===== src/rtl/bandai2003_eeprom_master.sv =====
// -----------------------------------------------------------------------------
// bandai2003_eeprom_master
//
// Microwire (93C46-class) serial EEPROM master for the cartridge mapper. The
// host loads DATA and CMD through the decoded mapper port, then writes CTRL to
// launch a READ, WRITE or command-only transaction. The block clocks the
// command out, shifts data out or in, optionally polls the EEPROM ready
// status, and reports completion through STATUS.
//
// Ports:
//   clk_i          system clock
//   rst_i          synchronous active-high reset, aborts any transaction
//   port_we_i      single-cycle register write strobe
//   port_sel_i     register select: 0 DATA_LO, 1 DATA_HI, 2 CMD_LO,
//                  3 CMD_HI, 4 CTRL (write) / STATUS (read)
//   port_wdata_i   register write data
//   port_rdata_o   combinational read of the selected register (5-7 read 0)
//   ee_cs_o        EEPROM chip select, active-high
//   ee_sk_o        EEPROM serial clock
//   ee_di_o        serial data to the EEPROM
//   ee_do_i        serial data from the EEPROM (asynchronous)
//   busy_o         transaction in progress
//
// CLK_DIV must be 3 or more; 3+ADDR_BITS must not exceed 13; DATA_BITS is 16.
// -----------------------------------------------------------------------------
module bandai2003_eeprom_master #(
  parameter int CLK_DIV      = 4,
  parameter int ADDR_BITS    = 6,
  parameter int DATA_BITS    = 16,
  parameter int BUSY_TIMEOUT = 65535
) (
  input  logic       clk_i,
  input  logic       rst_i,
  input  logic       port_we_i,
  input  logic [2:0] port_sel_i,
  input  logic [7:0] port_wdata_i,
  output logic [7:0] port_rdata_o,
  output logic       ee_cs_o,
  output logic       ee_sk_o,
  output logic       ee_di_o,
  input  logic       ee_do_i,
  output logic       busy_o
);

  localparam int DW       = DATA_BITS;
  localparam int CMD_BITS = 3 + ADDR_BITS;
  // One counter serves both SK half-periods and the 2*CLK_DIV CS gap.
  localparam int DIV_W    = $clog2(2 * CLK_DIV);
  localparam int POLL_W   = $clog2(BUSY_TIMEOUT + 1);

  typedef enum logic [2:0] {
    S_IDLE,
    S_SHIFT_CMD,
    S_SHIFT_WR,
    S_SHIFT_RD,
    S_CS_GAP,
    S_POLL,
    S_FINISH
  } state_t;

  state_t            state_q;
  logic [DW-1:0]     data_q;
  logic [15:0]       cmd_q;
  logic              done_q;
  logic              timeout_q;
  logic              busy_q;
  logic              cs_q;
  logic              sk_q;
  logic              di_q;
  logic              mode_rd_q;
  logic              mode_wr_q;
  logic              mode_poll_q;
  logic [DIV_W-1:0]  div_q;
  logic [3:0]        bit_q;
  logic [POLL_W-1:0] poll_q;
  logic              do_meta_q;
  logic              do_sync_q;

  logic wr_ok;
  logic ctrl_start;
  logic phase_end;
  logic last_cell;

  // Register writes are only honoured while idle; this also drops a write
  // that lands on the FINISH cycle, since busy is still high there.
  assign wr_ok      = port_we_i && !busy_q;
  assign ctrl_start = wr_ok && (port_sel_i == 3'd4) && (|port_wdata_i[6:4]);
  assign phase_end  = (div_q == DIV_W'(CLK_DIV - 1));
  assign last_cell  = (state_q == S_SHIFT_CMD) ? (bit_q == 4'(CMD_BITS - 1))
                                                : (bit_q == 4'd15);

  always_ff @(posedge clk_i) begin
    if (rst_i) begin
      state_q     <= S_IDLE;
      data_q      <= '0;
      cmd_q       <= '0;
      done_q      <= 1'b0;
      timeout_q   <= 1'b0;
      busy_q      <= 1'b0;
      cs_q        <= 1'b0;
      sk_q        <= 1'b0;
      di_q        <= 1'b0;
      mode_rd_q   <= 1'b0;
      mode_wr_q   <= 1'b0;
      mode_poll_q <= 1'b0;
      div_q       <= '0;
      bit_q       <= '0;
      poll_q      <= '0;
      do_meta_q   <= 1'b0;
      do_sync_q   <= 1'b0;
    end else begin
      do_meta_q <= ee_do_i;
      do_sync_q <= do_meta_q;

      if (wr_ok) begin
        case (port_sel_i)
          3'd0:    data_q[7:0]  <= port_wdata_i;
          3'd1:    data_q[15:8] <= port_wdata_i;
          3'd2:    cmd_q[7:0]   <= port_wdata_i;
          3'd3:    cmd_q[15:8]  <= port_wdata_i;
          default: ;
        endcase
      end

      case (state_q)
        S_IDLE: begin
          if (ctrl_start) begin
            // READ beats WRITE beats CMD_ONLY; POLL only matters for CMD_ONLY.
            mode_rd_q   <= port_wdata_i[4];
            mode_wr_q   <= !port_wdata_i[4] && port_wdata_i[5];
            mode_poll_q <= port_wdata_i[7];
            busy_q      <= 1'b1;
            cs_q        <= 1'b1;
            sk_q        <= 1'b0;
            di_q        <= cmd_q[CMD_BITS-1];
            div_q       <= '0;
            bit_q       <= '0;
            done_q      <= 1'b0;
            timeout_q   <= 1'b0;
            state_q     <= S_SHIFT_CMD;
          end
        end

        S_SHIFT_CMD, S_SHIFT_WR, S_SHIFT_RD: begin
          if (!phase_end) begin
            div_q <= div_q + DIV_W'(1);
          end else begin
            div_q <= '0;
            if (!sk_q) begin
              sk_q <= 1'b1;
            end else begin
              // End of a bit cell: SK drops and DI moves to the next bit.
              sk_q  <= 1'b0;
              bit_q <= bit_q + 4'd1;
              if (state_q == S_SHIFT_RD) begin
                data_q <= {data_q[DW-2:0], do_sync_q};
              end
              if (state_q == S_SHIFT_WR) begin
                // Rotate so DATA holds the written word again at the end.
                data_q <= {data_q[DW-2:0], data_q[DW-1]};
              end
              if (!last_cell) begin
                case (state_q)
                  S_SHIFT_CMD: di_q <= cmd_q[4'(CMD_BITS - 2) - bit_q];
                  S_SHIFT_WR:  di_q <= data_q[DW-2];
                  default:     di_q <= 1'b0;
                endcase
              end else begin
                bit_q <= '0;
                di_q  <= 1'b0;
                if (state_q == S_SHIFT_CMD && mode_rd_q) begin
                  state_q <= S_SHIFT_RD;
                end else if (state_q == S_SHIFT_CMD && mode_wr_q) begin
                  state_q <= S_SHIFT_WR;
                  di_q    <= data_q[DW-1];
                end else if (state_q == S_SHIFT_WR ||
                             (state_q == S_SHIFT_CMD && mode_poll_q)) begin
                  state_q <= S_CS_GAP;
                  cs_q    <= 1'b0;
                end else begin
                  state_q <= S_FINISH;
                  cs_q    <= 1'b0;
                  done_q  <= 1'b1;
                end
              end
            end
          end
        end

        S_CS_GAP: begin
          if (div_q == DIV_W'(2 * CLK_DIV - 1)) begin
            div_q   <= '0;
            cs_q    <= 1'b1;
            poll_q  <= '0;
            state_q <= S_POLL;
          end else begin
            div_q <= div_q + DIV_W'(1);
          end
        end

        S_POLL: begin
          // A ready EEPROM drives DO high while selected with SK idle.
          if (do_sync_q) begin
            cs_q    <= 1'b0;
            done_q  <= 1'b1;
            state_q <= S_FINISH;
          end else if (poll_q == POLL_W'(BUSY_TIMEOUT - 1)) begin
            cs_q      <= 1'b0;
            done_q    <= 1'b1;
            timeout_q <= 1'b1;
            state_q   <= S_FINISH;
          end else begin
            poll_q <= poll_q + POLL_W'(1);
          end
        end

        S_FINISH: begin
          busy_q  <= 1'b0;
          state_q <= S_IDLE;
        end

        default: state_q <= S_IDLE;
      endcase
    end
  end

  always_comb begin
    port_rdata_o = '0;
    case (port_sel_i)
      3'd0:    port_rdata_o = data_q[7:0];
      3'd1:    port_rdata_o = data_q[15:8];
      3'd2:    port_rdata_o = cmd_q[7:0];
      3'd3:    port_rdata_o = cmd_q[15:8];
      3'd4:    port_rdata_o = {5'd0, timeout_q, busy_q, done_q};
      default: port_rdata_o = '0;
    endcase
  end

  assign ee_cs_o = cs_q;
  assign ee_sk_o = sk_q;
  assign ee_di_o = di_q;
  assign busy_o  = busy_q;

endmodule


===== config.mk =====
export PLATFORM = sky130hd
export DESIGN_NAME = bandai2003_eeprom_master
export DESIGN_NICKNAME = d
export VERILOG_FILES = /design/src/rtl/bandai2003_eeprom_master.sv
export SDC_FILE = /design/constraint.sdc
export NUM_CORES = 1
export LEC_CHECK = 0
export ABC_AREA = 1
export CAP_MARGIN = 25
export CORE_UTILIZATION = 59
export CTS_BUF_LIST = sky130_fd_sc_hd__clkbuf_16
export DETAILED_ROUTE_END_ITERATION = 10
export GPL_ROUTABILITY_DRIVEN = 0
export PLACE_DENSITY_LB_ADDON = 0.3
export SLEW_MARGIN = 20
export SYNTH_ARGS = -nofsm -noshare
export SYNTH_HDL_FRONTEND = slang
export SYNTH_SLANG_ARGS = --single-unit
export TNS_END_PERCENT = 100

===== constraint.sdc =====
create_clock -name clk_i -period 2.2 [get_ports clk_i]
set_input_delay 0.22 -clock clk_i [delete_from_list [all_inputs] [get_ports clk_i]]
set_output_delay 0.22 -clock clk_i [all_outputs]
set_load 0.05 [all_outputs]

======== Word level (Yosys, flattened, before mapping) ========
Index checks and enable logic that the tools add are counted.
cells by class
  eq/ne operators ......................... 27
  magnitude comparators ................... 1
  muxes and demuxes ....................... 70
  reduce and logical (&&, ||, !) cells .... 33
  add/subtract/negate cells ............... 4
operators by type and width
  kind                   count
  $mux 16                9
  $pmux 8 s5             1
  $mux 3                 12
  $pmux 16 s2            1
  $mux 1                 29
  $ne 2x2->1 const B     11
  $reduce_and 9->1       2
  $add 16x1->16 const B  1
  $eq 16x16->1 const B   1
  $mux 4                 4
  $mux 8                 2
  $eq 3x2->1 const B     5
  $eq 3x3->1 const B     5
  $pmux 3 s4             1
  $reduce_and 4->1       3
  $pmux 1 s2             5
  $reduce_and 2->1       5
  $pmux 3 s3             1
  $eq 4x4->1 const B     2
  $pmux 4 s2             1
  $reduce_bool 2->1      4
  $logic_and 1x1->1      7
  $eq 3x1->1 const B     2
  $logic_not 3->1        2
  other kinds (16)       19
storage, ports and cells
  register bits ........................... 69
  output and inout port bits .............. 12
  input bits .............................. 15

======== Logic depth before layout (Yosys ltp) ========
  depth after elaboration ................. 10
  mapped depth ............................ 12
  depth with buffers taken out ............ 11

======== Worst setup path after synthesis ========
Ideal clock, no wire load.
  kind .................................... input-to-output
  start point ............................. in port_sel_i[1]
  end point ............................... out port_rdata_o[0]
  setup slack ............................. 446 ps
  required time ........................... 1980 ps
  stages on the path ...................... 4
  data arrival time ....................... 1534 ps
  cell sequence ........................... inv_1 -> nor3_2 -> inv_1 -> o221ai_1
on the way
  word-level cells in the longest chain between the ends .. 2
  elaborated cells between the ends (all ways) .. 6
  those cells by class .................... eq/ne: 4; mux: 1; reduce/logical: 1
RTL lines
  item                                      line  source
  from (decl)                               35    input logic [2:0] port_sel_i,
  $eq 3x3->1, or another cell as far along  229   case (port_sel_i)
  $pmux 8 s5 *                              229
  to (decl)                                 37    output logic [7:0] port_rdata_o,
Every way passes the cells marked *; elsewhere a longest branch is shown, timed or not.

======== Final worst setup path ========
Same ends and word-level chain as after synthesis.

==> results.yml <==
clocking:
  clock_tree.root_cell: "clkbuf_16"
  cts.repair_timing.setup_buffer_count: 0
  worst_setup_hold_path_clk_slew_ns: 0.06
  ctsLongestPathBuffers: 2
  cts_buffers: 9
  cts-hold-fix-buffers: 0
  number_of_gates_resized_after_cts: 0
  clock_network_latency_to_the_later_pin_of_the_worst_skew_pair_ns: 0.33
  clock_sinks: 69
  ctsHtreeMaxLevel: 3
  cts_tree: "yes"
finish:
  mostFrequentLayoutCell: "nand2_1"
  share_of_post_route_cells_with_drive_strength_above_1_pct: 9.62
  most_frequent_cells_in_the_layout: "nand2_1, inv_1, nor2_1"
  final_nets: 651
  antenna_cells: 0
  finish.cell_count_without_fillers: 711
  area.growth.synth_to_final_pct: 19.5
sta:
  finalSetupViolations: 0
  report.final.slew_viol_count: 0
  slew_headroom_pct: 67.0
  skew_ns: 0.00670
  timing.final.crit_period_ns: 1.98
  timing.final.crit_share_pct: 90.1
  finalSetupTns_ns: 0
  hold_slack_ns: 0.405
  finalHoldViolations: 0
  unrepaired_setup_endpoints_after_global_routing: "false"
  final_critical_path_setup_slack_ns: 0.218
  slew_worst_pin_ns: 0.493
  fmaxAchievable_mhz: 505
logic_synthesis:
  synth_mux_area_share_pct: 0
  synth_seq_cells: 69
  synth_area_mm2: 0.00394
  yosys.cell_types.count: 38
  largest_area_contributor_in_the_netlist: "dfxtp_1"
  synth.net_count: 622
  synth_xor_area_share_pct: 1.11
  top_area_cell_type_share_of_the_netlist_area_pct: 35.1
  post_synth_inst_count: 600
  synth_fa_ha_area_share_pct: 2.22
  synth_warn: 0
  synth_simple_gate_area_share_pct: 31.8
  synth_top_family_by_area: "simple AND/OR/NAND/NOR gates"
  synth_area_per_cell_um2: 6.56
  synth-compound-area-share_pct: 18.6
  post_synth_main_area_contributors: "dfxtp_1, nand2_1, inv_1"
  synth.yosys.seq_area_share_pct: 35.1
pwr:
  fin_total_pwr_w: 0.00381
  max-vdd-ir-drop_v: 0.000488
  p_per_area_mw_per_mm2: 810
  leakagePower_nw: 2.04
floorplanning:
  start_util_pct: 61.7
  floorplan.core_area_mm2: 0.00639
  die-area_mm2: 0.00700
  top_level_ports: 27
  placementRows: 29
  die_width_um: 83.7
  die-height_um: 83.7
global_routing:
  grt_use_met2_pct: 52.3
  globalRouteOverflowTotal: 0
  groute.usage.overall_pct: 31.0
  met3_usage_pct: 6.03
  grt_util_met1_pct: 35.6
  first_pass_grt_wire_length_um: 17300
  grt_start_max_net_pins: 31
  first_global_vias: 3864
  grt-busiest-layer: "met2"
  antenna_found_initial: 0
route:
  route.detailed.drc: 0
  routed_wire_length_per_instance_um: 14.7
  drt_pass1_iterations: 7
  antenna_left: 0
  routed-via-count: 4145
  via_per_inst: 5.83
  initialDrtViolationCount: 276
  wl_um: 10400
placed_design:
  dp_slack_ns: 0.140
  hpwlAfterDp_um: 7530
  port-buffer-count: 26
  post-place-cells: 695
setup_path:
  critical_path.cell_chain: "clkdlybuf4s50_1, inv_1, nor3_2, inv_1, o21ai_0, a21oi_1, o221ai_1, buf_12"
  worst_setup_path_start_kind: "input pin"
  critPathMaxFanout: 7
  worst_path_largest_cell_delay_ns: 0.50
  end_kind: "output port"
  cp_slowest_cell: "clkdlybuf4s50_1"
  worst_ep_required_time_ns: 1.98
  timing.critical_path.mode_cell: "inv_1"
  arrival_time_of_the_worst_setup_path_ns: 1.76
  path_class: "input pin to output port"
hold_path:
  hold_class: "input pin to flip-flop"
outcome:
  status: "finished clean"
job:
  drv_cap: 0
## worst max-delay path, delay by kind of cell
kind,cells,cell delay (ns)
buf+inv,4,0.96
compound gates,3,0.39
simple gates,1,0.20
## sequential cells by signal, indices dropped and copies added (netlist names)
signal,flops
div_q,3
mode_wr_q,1
do_meta_q,1
done_q,1
mode_rd_q,1
timeout_q,1
cmd_q,16
ee_sk_o,1
do_sync_q,1
ee_di_o,1
state_q,3
ee_cs_o,1
data_q,16
mode_poll_q,1
bit_q,4
poll_q,16
busy_o,1
## final timing paths
kind | start | to | slack, ns | cells after the start
worst max-delay path | port_sel_i[1] | port_rdata_o[0] | 0.22 | 8
worst min-delay path | ee_do_i | do_meta_q$_SDFF_PP0_ | 0.40 | 3
worst max register to register | poll_q[0]$_SDFFE_PP0P_ | poll_q[13]$_SDFFE_PP0P_ | 0.26 | 12
worst min register to register | do_meta_q$_SDFF_PP0_ | do_sync_q$_SDFF_PP0_ | 0.41 | 2
## area by class of cell
class | count | area, um2
multi-input cells | 423 | 2120
fillers | 516 | 1680
flip-flops and latches | 69 | 1380
repair buffers | 38 | 430
inverters | 88 | 330
clock buffers | 9 | 225
clock inverters | 7 | 124
well taps | 77 | 96.3
## metrics by stage
stage                     area [um2]  util (%)
after floorplan                 3940         -
after global placement          4360      68.2
after detailed placement        4360      68.2
after CTS                       4710      73.7
after global routing            4710      73.7
final                           4710      73.7
## metal layers
layer	vias to the layer above	share of wire, %
li1	2031	-
met1	1884	42
met2	182	47
met3	48	6.0
met4	0	5.1
met5	-	0
## logic make-up after synthesis
logic type	count (synthesis)
AO/OA/AOI/OAI	123
XOR/XNOR	5
adder cells (fa/ha/maj)	7
buffers and inverters	108
flip-flops	69
AND/OR/NAND/NOR	288
## cell usage after synthesis
library cell  instances
nand2_4               2
a221oi_1              1
a31o_2                1
buf_2                 5
a22oi_1               2
inv_2                 4
nand2_1             135
a211oi_2              1
a21oi_1              44
nor3_2                2
o2111ai_1             4
clkbuf_1             11
o221ai_1              2
clkinv_1              2
o21ai_2               4
o41ai_1               1
o211ai_1             18
nand3_2               1
nor3_1                6
nor2_2                3
nand4_1              11
and3_1                1
o22ai_1               1
buf_6                 3
inv_1                82
nand2_2               3
nor2_1               70
a211oi_1              1
a21oi_2               1
xnor2_1               2
o21ai_0              41
ha_1                  7
o32ai_1               1
xor2_1                3
nor2_4                3
buf_4                 1
nand3_1              51
dfxtp_1              69
## where the power goes
group          switching [W]  internal, W  total (W)  leakage [nW]
Sequential         0.0000726      0.00132    0.00139         0.559
Combinational       0.000504     0.000242   0.000746          1.31
Clock               0.000561      0.00111    0.00167         0.166
(Power assumes the default switching activity.)
